[src/rtl/code_display_pkg.sv]
// code_display_pkg: states, segment patterns (bit 0 = segment a) and digit-select codes
// for the two-digit code display.
`default_nettype none

package code_display_pkg;

  typedef enum logic [1:0] {
    IDLE = 2'd0,
    LOAD = 2'd1,
    HOLD = 2'd2,
    SHOW = 2'd3
  } state_t;

  localparam logic [6:0] SEG_BLANK = 7'b0000000;
  // Stored as {g,f,e,d,c,b,a}.
  localparam logic [6:0] SEG_0 = 7'b0111111;
  localparam logic [6:0] SEG_1 = 7'b0000110;
  localparam logic [6:0] SEG_2 = 7'b1011011;
  localparam logic [6:0] SEG_3 = 7'b1001111;
  localparam logic [6:0] SEG_4 = 7'b1100110;
  localparam logic [6:0] SEG_5 = 7'b1101101;
  localparam logic [6:0] SEG_6 = 7'b1111101;
  localparam logic [6:0] SEG_7 = 7'b0000111;
  localparam logic [6:0] SEG_8 = 7'b1111111;
  localparam logic [6:0] SEG_9 = 7'b1100111;

  localparam logic [1:0] DIG_UNITS = 2'b01;
  localparam logic [1:0] DIG_TENS  = 2'b10;

endpackage

`default_nettype wire

[src/rtl/code_display_ctrl_seg7.sv]
// seg7_digit: decimal digit 0..9 to seven active-high segments; any other input blanks.
`default_nettype none

module seg7_digit
  import code_display_pkg::*;
(
  input  logic [3:0] digit,
  output logic [6:0] seg
);

  always_comb begin
    seg = SEG_BLANK;
    case (digit)
      4'd0: seg = SEG_0;
      4'd1: seg = SEG_1;
      4'd2: seg = SEG_2;
      4'd3: seg = SEG_3;
      4'd4: seg = SEG_4;
      4'd5: seg = SEG_5;
      4'd6: seg = SEG_6;
      4'd7: seg = SEG_7;
      4'd8: seg = SEG_8;
      4'd9: seg = SEG_9;
      default: seg = SEG_BLANK;
    endcase
  end

endmodule

`default_nettype wire

[src/rtl/code_display_ctrl.sv]
// code_display_ctrl: captures a 4-bit code with a valid/ack handshake, holds it for a
// minimum time and shows it in decimal on a two-digit multiplexed seven-segment display.
`default_nettype none

module code_display_ctrl
  import code_display_pkg::*;
#(
  parameter int SCAN_DIV    = 4,
  parameter int HOLD_CYCLES = 16
) (
  input  logic       clk,
  input  logic       reset,
  input  logic [3:0] code,
  input  logic       code_valid,
  input  logic       clear,
  output logic       code_ack,
  output logic [6:0] seg,
  output logic [1:0] dig_sel,
  output logic       busy
);

  localparam logic [15:0] HOLD_LAST = 16'(HOLD_CYCLES - 1);
  localparam logic [15:0] SCAN_LAST = 16'(SCAN_DIV - 1);

  state_t      state;
  state_t      state_next;
  logic [3:0]  value;
  logic [15:0] hold_cnt;
  logic [15:0] scan_cnt;
  logic        capture;
  logic        tens;
  logic [3:0]  units;
  logic [3:0]  digit_mux;
  logic [6:0]  digit_seg;

  always_comb begin
    state_next = state;
    case (state)
      IDLE: if (!clear && code_valid) state_next = LOAD;
      LOAD: state_next = HOLD;
      HOLD: begin
        if (clear)                       state_next = IDLE;
        else if (hold_cnt == HOLD_LAST)  state_next = SHOW;
      end
      SHOW: begin
        if (clear)           state_next = IDLE;
        else if (code_valid) state_next = LOAD;
      end
      default: state_next = IDLE;
    endcase
  end

  // Only IDLE and SHOW can move into LOAD, so this is exactly the capture condition.
  assign capture = (state_next == LOAD);

  always_ff @(posedge clk) begin
    if (!reset) begin
      state    <= IDLE;
      value    <= 4'd0;
      hold_cnt <= 16'd0;
      scan_cnt <= 16'd0;
      dig_sel  <= DIG_UNITS;
      code_ack <= 1'b0;
    end else begin
      state    <= state_next;
      code_ack <= capture;
      if (capture) value <= code;
      if (state == LOAD)      hold_cnt <= 16'd0;
      else if (state == HOLD) hold_cnt <= hold_cnt + 16'd1;
      if (scan_cnt == SCAN_LAST) begin
        scan_cnt <= 16'd0;
        dig_sel  <= (dig_sel == DIG_UNITS) ? DIG_TENS : DIG_UNITS;
      end else begin
        scan_cnt <= scan_cnt + 16'd1;
      end
    end
  end

  assign tens      = (value >= 4'd10);
  assign units     = tens ? (value - 4'd10) : value;
  assign digit_mux = (dig_sel == DIG_TENS) ? {3'b000, tens} : units;

  seg7_digit u_seg7 (
    .digit (digit_mux),
    .seg   (digit_seg)
  );

  // A leading zero on the tens digit is suppressed rather than drawn as "0".
  assign seg  = ((state == IDLE) || ((dig_sel == DIG_TENS) && !tens)) ? SEG_BLANK : digit_seg;
  assign busy = (state == LOAD) || (state == HOLD);

endmodule

`default_nettype wire

[config.mk]
export PLATFORM = sky130hd
export DESIGN_NAME = code_display_ctrl
export DESIGN_NICKNAME = d
export VERILOG_FILES = /design/src/rtl/code_display_pkg.sv /design/src/rtl/code_display_ctrl_seg7.sv /design/src/rtl/code_display_ctrl.sv
export SDC_FILE = /design/constraint.sdc
export NUM_CORES = 1
export LEC_CHECK = 0
export CELL_PAD_IN_SITES_DETAIL_PLACEMENT = 1
export CELL_PAD_IN_SITES_GLOBAL_PLACEMENT = 1
export CORE_AREA = 2 2 88 90
export CTS_CLUSTER_DIAMETER = 50
export CTS_CLUSTER_SIZE = 8
export DETAILED_ROUTE_END_ITERATION = 8
export DIE_AREA = 0 0 90 92
export MAX_ROUTING_LAYER = met4
export PLACE_DENSITY = 0.68
export SYNTH_ARGS = -nofsm -noshare
export SYNTH_HDL_FRONTEND = slang
export SYNTH_HIERARCHICAL = 1
export SYNTH_SLANG_ARGS = --single-unit
export TNS_END_PERCENT = 20
[constraint.sdc]
create_clock -name clk -period 2 [get_ports clk]
set_input_delay 0.2 -clock clk [delete_from_list [all_inputs] [get_ports clk]]
set_output_delay 0.2 -clock clk [all_outputs]
set_load 0.03 [all_outputs]
==> reports/results.ini <==
[critical_path]
cpMostUsedCell = buf_6
path_buf_inv = 3
critPathMaxFanout = 5
cp_cell_sequence = inv_2 -> ha_4 -> o211a_1 -> buf_6 -> and2b_2 -> a21oi_2 -> o22ai_1 -> and2_1 -> buf_6
cp_slowest_cell = dfxtp_4
timing.rr.start = state[1]
crit_type = flip-flop to primary output
arrival_ns = 1.94
path_delay_family = compound AO/OA/AOI/OAI gates
crit_path_start = value[1]
cp-end-kind = primary output
worstSetupStartpointType = flip-flop
slowest_delay_ns = 0.37
critPathRequiredTime_ns = 1.80

[yosys]
synth_cells = 255
synthSimpleGateAreaFrac = 0.295
synthMuxAreaShare = 0.0232
ys.flop_type = dfxtp_1
yosys.area.top_type = dfxtp_1
synth_seq_cells = 41
synth_top_family_by_area = simple AND/OR/NAND/NOR gates
synth_edf_count = 0
ys_warn_count = 6
syn-num-nets = 276
synthArstFlopShare = 0
ys_seq_area_frac = 0.381
synth_top_area_frac = 0.381
avgSynthCellArea_um2 = 8.45
synth-xor-area-share = 0.110
synthAdderAreaFrac = 0.0754
synthTopCellsByArea = dfxtp_1 38%, ha_1 7.5%, xor2_1 7.3%
yosysUniqueCellTypes = 37
synth_compound_area_frac = 0.0876
synth_area_um2 = 2160

[timing]
slew_viol_final = 0
grt_setup_unrepaired = true
setup_viol = 7
fmax_mhz = 467
slew-limit-headroom = 0.574
finalCritPeriodShare = 1.07
worst_slew_pin_slew_ns = 0.638
min_period_ns = 2.14
whs_ns = 0.450
hold_viol = 0
fin_ws_ns = -0.143
finalClockSkew_ns = 0.00951
fin_setup_tns_ns = -0.717

[die]
core_area_um2 = 7450
io_pins = 19
rows = 32
die_h_um = 92
die-area_um2 = 8280
initial_core_util = 0.289
fp.dieW_um = 90

[run]
max_cap_violations = 0

[cells_and_area]
post-route-util = 0.408
area_growth_pct = 41.0
final_cell_mix = 36 x dfxtp_1, 36 x buf_4, 35 x nor2_1
drive_above_1_share = 0.283
nets = 338
diodes = 0

[place]
port_buffers = 18
gp_congestion = 0.815
dp_hpwl_um = 4020

[drt]
routed_wl_um = 5450
drt_iter0_drc = 57
vias = 1962
viasPerCell = 4.67
drc = 0
drtPass1Iterations = 4
antenna_left = 0
avgRoutedWirePerCell_um = 13.0

[clocking]
clk_latency_ns = 0.30
cts_buffer_depth = 2
cts.sink_count = 41
cts_root_buf = clkbuf_8
h-tree-depth = 2
cts_tree = yes
cts_buffers = 5
clk_pin_slew_worst_paths_ns = 0.08

[global_routing]
grt.overflow.total = 0
grt_pass1_vias = 2069
grtUsageTotal = 0.141
antenna_found_initial = 0
grt_max_degree = 17
grt_pass1_wl_um = 9340

[outcome]
violations = negative setup slack
outcome = finished, violations left

[power_and_ir_drop]
p_leak_nw = 1.23
design_power_total_mw = 2.08
power_density_nw_per_um2 = 683
ir_drop_v = 0.000269

[min_path]
worstHoldStart = code[2]
hold_path.class = input port to flip-flop

-- Yosys cell counts, drive strengths merged, types with 2 or more instances --
cell and n:
nor4 3, dfxtp 41, nand2 20, and2 10, and3 8, or2 2, nand2b 4, nand4 10
ha 13, mux2i 5, a21oi 12, nor2b 4, nor2 37, or4 3, clkbuf 5, or3 3
nor3 3, nand3 7, and4 4, xnor2 9, o22ai 4, inv 11, xor2 18, o21ai 10
-- through the flow --
stage               instance area, µm²  setup WS [ns]  cells
floorplan                         2160        -0.0429    255
global placement                  2710         -0.173    406
detailed placement                2710         -0.299    406
CTS                               2980         -0.153    420
global route                      3040         -0.246    420
finish                            3040         -0.143    420
-- final timing paths --
kind,endpoint,slack (ns),cells past startpoint
worst min register to register,scan_cnt[0],0.45,1
worst max register to register,value[3],0.12,7
worst min-delay path,value[2],0.45,3
worst max-delay path,seg[5],-0.14,9
-- state kept, by name (all words and copies together), names as in the netlist --
signal / count
code_ack: 1
scan_cnt: 16
dig_sel: 2
state: 2
value: 4
hold_cnt: 16
-- tightest hold or removal path, stage by stage --
cell and delay (ns):
clkdlybuf4s50_1 0.40, nand2_1 0.06, mux2i_1 0.05
-- repair_timing --
action	in CTS	in global routing
pin swaps	10	7
gates resized for setup	37	12
hold buffers	0	0
setup buffers	6	0
endpoints found under the setup margin	7	12
-- final cells by class --
cell class | count | area (µm²)
clock buffer | 6 | 82.6
inverter | 11 | 41.3
fill | 885 | 4410
clock inverter | 2 | 37.5
timing repair buffer | 60 | 527
multi-input combinational | 198 | 1390
tap | 102 | 128
sequential | 41 | 832
-- cell families (layout without fill, tap and decap cells) --
logic type,count (synthesis),count (layout)
adders and majority gates,13,13
DFF,41,41
and+or+nand+nor,121,121
AOI/OAI and AO/OA,32,32
buffers and inverters,16,79
xor gates and xnor gates,27,27
muxes,5,5
-- metal layers --
layer	share of wire	vias up	GRT usage
li1	-	992	-
met5	0	-	-
met1	0.45	945	0.152
met4	0.012	0	0.0462
met2	0.51	20	0.255
met3	0.029	5	0.0353
-- power breakdown --
part           switching [mW]  internal, mW
clock network           0.306         0.406
logic                   0.247         0.255
registers              0.0219         0.840
(Power assumes the default switching activity.)
